<file path="config.mk">
export PLATFORM = sky130hd
export DESIGN_NAME = sd_cic_decimator
export DESIGN_NICKNAME = d
export VERILOG_FILES = /design/src/rtl/sd_cic_decimator_pkg.sv /design/src/rtl/sd_cic_decimator_integrator.sv /design/src/rtl/sd_cic_decimator.sv
export SDC_FILE = /design/constraint.sdc
export NUM_CORES = 1
export LEC_CHECK = 0
export ABC_AREA = 1
export CAP_MARGIN = 15
export CELL_PAD_IN_SITES_DETAIL_PLACEMENT = 1
export CELL_PAD_IN_SITES_GLOBAL_PLACEMENT = 1
export CORE_MARGIN = 8
export CORE_UTILIZATION = 41
export CTS_CLUSTER_SIZE = 28
export DETAILED_ROUTE_END_ITERATION = 10
export PLACE_DENSITY = 0.75
export REMOVE_ABC_BUFFERS = 1
export SLEW_MARGIN = 10
export SYNTH_ARGS = -nofsm -noshare
export SYNTH_HDL_FRONTEND = slang
export SYNTH_SLANG_ARGS = --single-unit
</file>
<file path="constraint.sdc">
create_clock -name clk -period 7.39 [get_ports clk]
set_input_delay 1.1085 -clock clk [delete_from_list [all_inputs] [get_ports clk]]
set_output_delay 1.1085 -clock clk [all_outputs]
set_load 0.005 [all_outputs]
</file>
<file path="src/rtl/sd_cic_decimator_pkg.sv">
// rtl/sd_cic_decimator_pkg.sv - shared types and sizing helpers for the sigma-delta CIC decimator
package SDCICPackage;

    typedef enum logic [1:0] {
        IDLE   = 2'd0,
        SETTLE = 2'd1,
        RUN    = 2'd2
    } cic_state_t;

    // Internal width N*log2(R)+1 holds the full CIC gain R^N without ambiguity.
    function automatic int cic_width(input int r, input int n);
        return n * $clog2(r) + 1;
    endfunction

    function automatic int cic_out_shift(input int w, input int dl);
        return w - 1 - dl;
    endfunction

    function automatic logic [63:0] cic_half_gain(input int r, input int n);
        return 64'd1 << (n * $clog2(r) - 1);
    endfunction

endpackage

</file>
<file path="src/rtl/sd_cic_decimator_integrator.sv">
// rtl/sd_cic_decimator_integrator.sv - one modulo-2^W CIC integrator stage with clear and enable
module cic_integrator
    import SDCICPackage::*;
#(
    parameter int WIDTH = cic_width(64, 3)
) (
    input  logic             clk,
    input  logic             reset,
    input  logic             clr_i,
    input  logic             en_i,
    input  logic [WIDTH-1:0] in_i,
    output logic [WIDTH-1:0] acc_o
);

    logic [WIDTH-1:0] acc_q;

    always_ff @(posedge clk) begin
        if (reset || clr_i) begin
            acc_q <= '0;
        end else if (en_i) begin
            acc_q <= acc_q + in_i;
        end
    end

    assign acc_o = acc_q;

endmodule

</file>
<file path="src/rtl/sd_cic_decimator.sv">
// rtl/sd_cic_decimator.sv - third-order CIC decimator from 1-bit modulator stream to FIFO samples
module sd_cic_decimator
    import SDCICPackage::*;
#(
    parameter int DATA_LENGTH     = 16,
    parameter int DECIMATION      = 64,
    parameter int ORDER           = 3,
    parameter int DROP_CNT_LENGTH = 8
) (
    input  logic                       clk,
    input  logic                       reset,
    input  logic                       i_enable,
    input  logic                       i_bit,
    input  logic                       i_bit_valid,
    input  logic                       i_full,
    output logic [DATA_LENGTH-1:0]     o_data,
    output logic                       o_write,
    output logic                       o_busy,
    output logic                       o_overflow,
    output logic [DROP_CNT_LENGTH-1:0] o_drop_count
);

    localparam int W          = cic_width(DECIMATION, ORDER);
    localparam int CNT_W      = $clog2(DECIMATION);
    localparam int SC_W       = $clog2(ORDER + 1);
    localparam int SHIFT      = cic_out_shift(W, DATA_LENGTH);
    localparam int unsigned RSH = (SHIFT > 0) ? SHIFT : 0;
    localparam int unsigned LSH = (SHIFT < 0) ? -SHIFT : 0;
    localparam int XW         = W + 1 + DATA_LENGTH;
    localparam logic [W:0] HALF = (W + 1)'(cic_half_gain(DECIMATION, ORDER));
    localparam logic signed [XW-1:0] SAT_MAX = (XW'(1) <<< (DATA_LENGTH - 1)) - XW'(1);
    localparam logic signed [XW-1:0] SAT_MIN = -(XW'(1) <<< (DATA_LENGTH - 1));

    cic_state_t                 state_q, state_d;
    logic [CNT_W-1:0]           dec_cnt_q, dec_cnt_d;
    logic [SC_W-1:0]            settle_cnt_q, settle_cnt_d;
    logic                       dec_strobe_q;
    logic [W-1:0]               comb_dly_q [ORDER];
    logic [W-1:0]               comb_tap [ORDER];
    logic [W-1:0]               comb_result;
    logic [W-1:0]               comb_out_q;
    logic                       comb_valid_q;
    logic [DATA_LENGTH-1:0]     data_q;
    logic                       write_q;
    logic                       overflow_q;
    logic [DROP_CNT_LENGTH-1:0] drop_cnt_q;

    logic                       accept;
    logic                       dec_wrap;
    logic [W-1:0]               integ_in [ORDER];
    logic [W-1:0]               integ_acc [ORDER];
    logic signed [W:0]          centered;
    logic signed [XW-1:0]       shifted;
    logic [DATA_LENGTH-1:0]     sat_data;

    assign accept   = i_bit_valid && i_enable && (state_q != IDLE);
    assign dec_wrap = accept && (dec_cnt_q == CNT_W'(DECIMATION - 1));

    assign integ_in[0] = {{(W - 1){1'b0}}, i_bit};

    for (genvar k = 0; k < ORDER; k++) begin : g_integ
        if (k > 0) begin : g_chain
            assign integ_in[k] = integ_acc[k-1];
        end
        cic_integrator #(.WIDTH(W)) u_integ (
            .clk   (clk),
            .reset (reset),
            .clr_i (!i_enable),
            .en_i  (accept),
            .in_i  (integ_in[k]),
            .acc_o (integ_acc[k])
        );
    end

    // Comb cascade evaluated on the strobe; comb_tap[k] is what delay k stores.
    always_comb begin
        logic [W-1:0] stage;
        stage = integ_acc[ORDER-1];
        for (int k = 0; k < ORDER; k++) begin
            comb_tap[k] = stage;
            stage       = stage - comb_dly_q[k];
        end
        comb_result = stage;
    end

    always_comb begin
        centered = {1'b0, comb_out_q} - HALF;
        shifted  = (XW'(centered) >>> RSH) <<< LSH;
        if (shifted > SAT_MAX) begin
            sat_data = SAT_MAX[DATA_LENGTH-1:0];
        end else if (shifted < SAT_MIN) begin
            sat_data = SAT_MIN[DATA_LENGTH-1:0];
        end else begin
            sat_data = shifted[DATA_LENGTH-1:0];
        end
    end

    always_comb begin
        state_d      = state_q;
        settle_cnt_d = settle_cnt_q;
        dec_cnt_d    = accept ? dec_cnt_q + CNT_W'(1) : dec_cnt_q;
        case (state_q)
            IDLE: begin
                settle_cnt_d = '0;
                if (i_enable) state_d = SETTLE;
            end
            SETTLE: begin
                if (dec_strobe_q) begin
                    if (settle_cnt_q == SC_W'(ORDER - 1)) state_d = RUN;
                    else settle_cnt_d = settle_cnt_q + SC_W'(1);
                end
            end
            RUN:     state_d = RUN;
            default: state_d = IDLE;
        endcase
    end

    always_ff @(posedge clk) begin
        if (reset) begin
            state_q      <= IDLE;
            dec_cnt_q    <= '0;
            settle_cnt_q <= '0;
            dec_strobe_q <= 1'b0;
            for (int k = 0; k < ORDER; k++) comb_dly_q[k] <= '0;
            comb_out_q   <= '0;
            comb_valid_q <= 1'b0;
            data_q       <= '0;
            write_q      <= 1'b0;
            overflow_q   <= 1'b0;
            drop_cnt_q   <= '0;
        end else if (!i_enable) begin
            // Drop statistics survive a disable; only the filter path is cleared.
            state_q      <= IDLE;
            dec_cnt_q    <= '0;
            settle_cnt_q <= '0;
            dec_strobe_q <= 1'b0;
            for (int k = 0; k < ORDER; k++) comb_dly_q[k] <= '0;
            comb_out_q   <= '0;
            comb_valid_q <= 1'b0;
            write_q      <= 1'b0;
        end else begin
            state_q      <= state_d;
            dec_cnt_q    <= dec_cnt_d;
            settle_cnt_q <= settle_cnt_d;
            dec_strobe_q <= dec_wrap;
            if (dec_strobe_q) begin
                for (int k = 0; k < ORDER; k++) comb_dly_q[k] <= comb_tap[k];
                comb_out_q <= comb_result;
            end
            comb_valid_q <= dec_strobe_q && (state_q == RUN);
            write_q      <= comb_valid_q && !i_full;
            if (comb_valid_q && !i_full) begin
                data_q <= sat_data;
            end
            if (comb_valid_q && i_full) begin
                overflow_q <= 1'b1;
                if (drop_cnt_q != '1) drop_cnt_q <= drop_cnt_q + DROP_CNT_LENGTH'(1);
            end
        end
    end

    assign o_data       = data_q;
    assign o_write      = write_q;
    assign o_busy       = (state_q != IDLE);
    assign o_overflow   = overflow_q;
    assign o_drop_count = drop_cnt_q;

endmodule

</file>
==> qor.txt <==
status - finished clean
Total GRT Usage - 17.3%
# hold bufs at CTS - 0
crit path launch type - flop
Resize count post-CTS - 0
Max-Cap Viols - 0
fraction of layout cells with a size suffix above 1 - 5.63%
Seq/Total Area, Yosys - 35.7%
P&R area growth vs syn - 11.5%
clk_lat worst skew - 0.44 ns
Initial Utilization - 41.5%
num ports - 33
Yosys top cell by area - dfxtp_1
DRT Pass-1 Iters - 4
H-tree depth - 4
clk_skew - 0.0138 ns
synthesized area - 11100 sq um
diode count - 0
Max Fclk - 202 MHz
initial antenna violation count - 0
Hold Path Class - reg2reg
cells on worst reg2reg path - 25
Final min period - 4.94 ns
Post-Route WL - 27.3 mm
Netlist cell types - 45
peak supply drop - 109 uV
Core Util, Final - 46.2%
drt initial violations - 250
first-pass GRT wire length - 47.1 mm
leak pwr - 0.00548 uW
Die ar. - 32500 sq um
largest net degree at the start of global routing - 60
number of global-route vias before repair - 10200
CTS tree - done
syn avg cell area - 7.54 sq um
clock slew at reported path FFs - 0.07 ns
fillers - 3377
RSZ-0062 raised after global routing - no
Worst Path Required - 7.75 ns
Cells after Synth - 1470
core area - 26700 sq um
Hold Crit Depth - 2
endpoint type of the worst setup path - flop
Post-CTS Setup Bufs - 0
TNS Setup - 0 ns
DIE HEIGHT - 180 um
Setup Slack @ Placement - 2.52 ns
chip width - 180 um
crit path max fanout - 5
Critical Path AT - 5.30 ns
Slew Limit Fails - 0
endpoints failing setup - 0
vias per cell - 5.16
via count - 9547
Synth top area share - 20.2%
Post-route DRC - 0
Fin. Hold Viols - 0
Port Buffers - 32
Core Rows - 60
PwrDens - 212 nW/um^2
Final GP Congestion - 0.890
Total Power - 2620 uW
clock root buffer - clkbuf_16
most frequent cells in the layout - inv_1 (262), nand2_1 (191), nor2_1 (158)
#FFs+latches synth - 169
R2R Setup Slk - 2.45 ns
Synth area leaders - dfxtp_1 (20%), edfxtp_1 (15%), ha_1 (11%), inv_1 (8.9%), nand2_1 (6.5%)
final antenna-violating net count - 0
WL/cell - 14.8 um
final net count - 1607
gr ovfl total - 0
clock sinks - 169
DPL Wire Length - 21.2 mm
Rel. slew slack - 27.9%
PnR worst setup slack - 2.45 ns
hold slack - 0.458 ns
Worst Path Class, Setup - reg2reg
worst slew pin tran - 1.08 ns
most common cell after layout, fill and taps aside - inv_1
final period utilization - 66.9%
clk buf depth - 2
CTS Buf Count - 17
Synth warnings - 0
## flip-flops by register name, summed over array words and instances (netlist names)
signal	cells
comb_out_q	17
o_overflow	1
comb_valid_q	1
dec_cnt_q	6
o_write	1
o_drop_count	8
settle_cnt_q	2
o_data	16
comb_dly_q	57
g_integ.u_integ.acc_o	57
state_q	2
dec_strobe_q	1
## worst paths after layout
kind / start / to
max reg2reg: g_integ[2].u_integ.acc_o[0] / comb_out_q[17]
max: g_integ[2].u_integ.acc_o[0] / comb_out_q[17]
min reg2reg: comb_out_q[18] / comb_out_q[18]
min: comb_out_q[18] / comb_out_q[18]
## report_power, final
| part | internal (uW) | leakage, uW | switching [uW] |
|---|---|---|---|
| sequential | 973 | 0.00155 | 8.19 |
| combinational | 251 | 0.00364 | 464 |
| clock | 500 | 0.000294 | 419 |
## cells in the mapped netlist (all sizes together)
cell type	count
inv	267
nand2	198
nor2	166
a21oi	143
o21ai	131
dfxtp	112
ha	100
nand3	63
edfxtp	57
xor2	44
nor3	27
a31oi	25
xnor2	24
clkbuf	18
nand4	13
buf	12
o22ai	10
a21o	8
o21bai	8
nor4	7
o211ai	7
nor3b	6
and2	4
fa	4
o31ai	4
o21a	3
a211oi	2
nand3b	2
or2	2
a221o	1
a31o	1
o41ai	1
## routing by layer
metal	wire length (um)	GRT usage [%]	part of all wire (%)	vias up
met5	0	0	0	-
met4	887	7.34	3.2	0
met3	476	2.66	1.7	43
met2	14800	34.5	54	78
met1	11200	17.4	41	4525
li1	-	-	-	4901
## cell families after synthesis
kind of cell / synth area share, %
xor+xnor: 5.38
simple gates: 19.5
buf+inv: 10.1
flops: 35.7
fa+ha+maj: 12.0
compound gates: 17.3
## worst max-delay path: stages, from the launching register on
cell and delay [ns]:
dfxtp_1 0.32, inv_1 0.10, ha_1 0.18, inv_1 0.08, fa_1 0.43, a31oi_1 0.23
o21ai_0 0.17, a31o_2 0.24, xnor2_1 0.22, inv_1 0.10, ha_1 0.39, nand2_1 0.13
inv_1 0.08, a21oi_2 0.25, nor3_1 0.08, nor2_1 0.12, xor2_1 0.19, inv_1 0.06
ha_1 0.36, nand2_1 0.14, nor4_1 0.38, nand4_1 0.14, nand3_1 0.15, o21ai_0 0.09
a21oi_1 0.13, o21bai_1 0.11
## stage by stage
stage,std cells,area (sq um)
after CTS,1851,12400
after floorplan,1440,11000
after global placement,1819,11800
final,1851,12400
after global routing,1851,12400
after detailed placement,1819,11800
## cell type report
| cell class | instances | area (sq um) | share of cell area [%] |
|---|---|---|---|
| timing repair buffer | 38 | 365 | 2.96 |
| tap | 341 | 427 | 3.45 |
| clock inverter | 14 | 151 | 1.23 |
| sequential | 169 | 3950 | 32.0 |
| inverter | 267 | 1000 | 8.11 |
| clock buffer | 18 | 450 | 3.65 |
| multi-input combinational | 1004 | 6000 | 48.6 |
No activity file was read; power rests on OpenSTA's default activity.
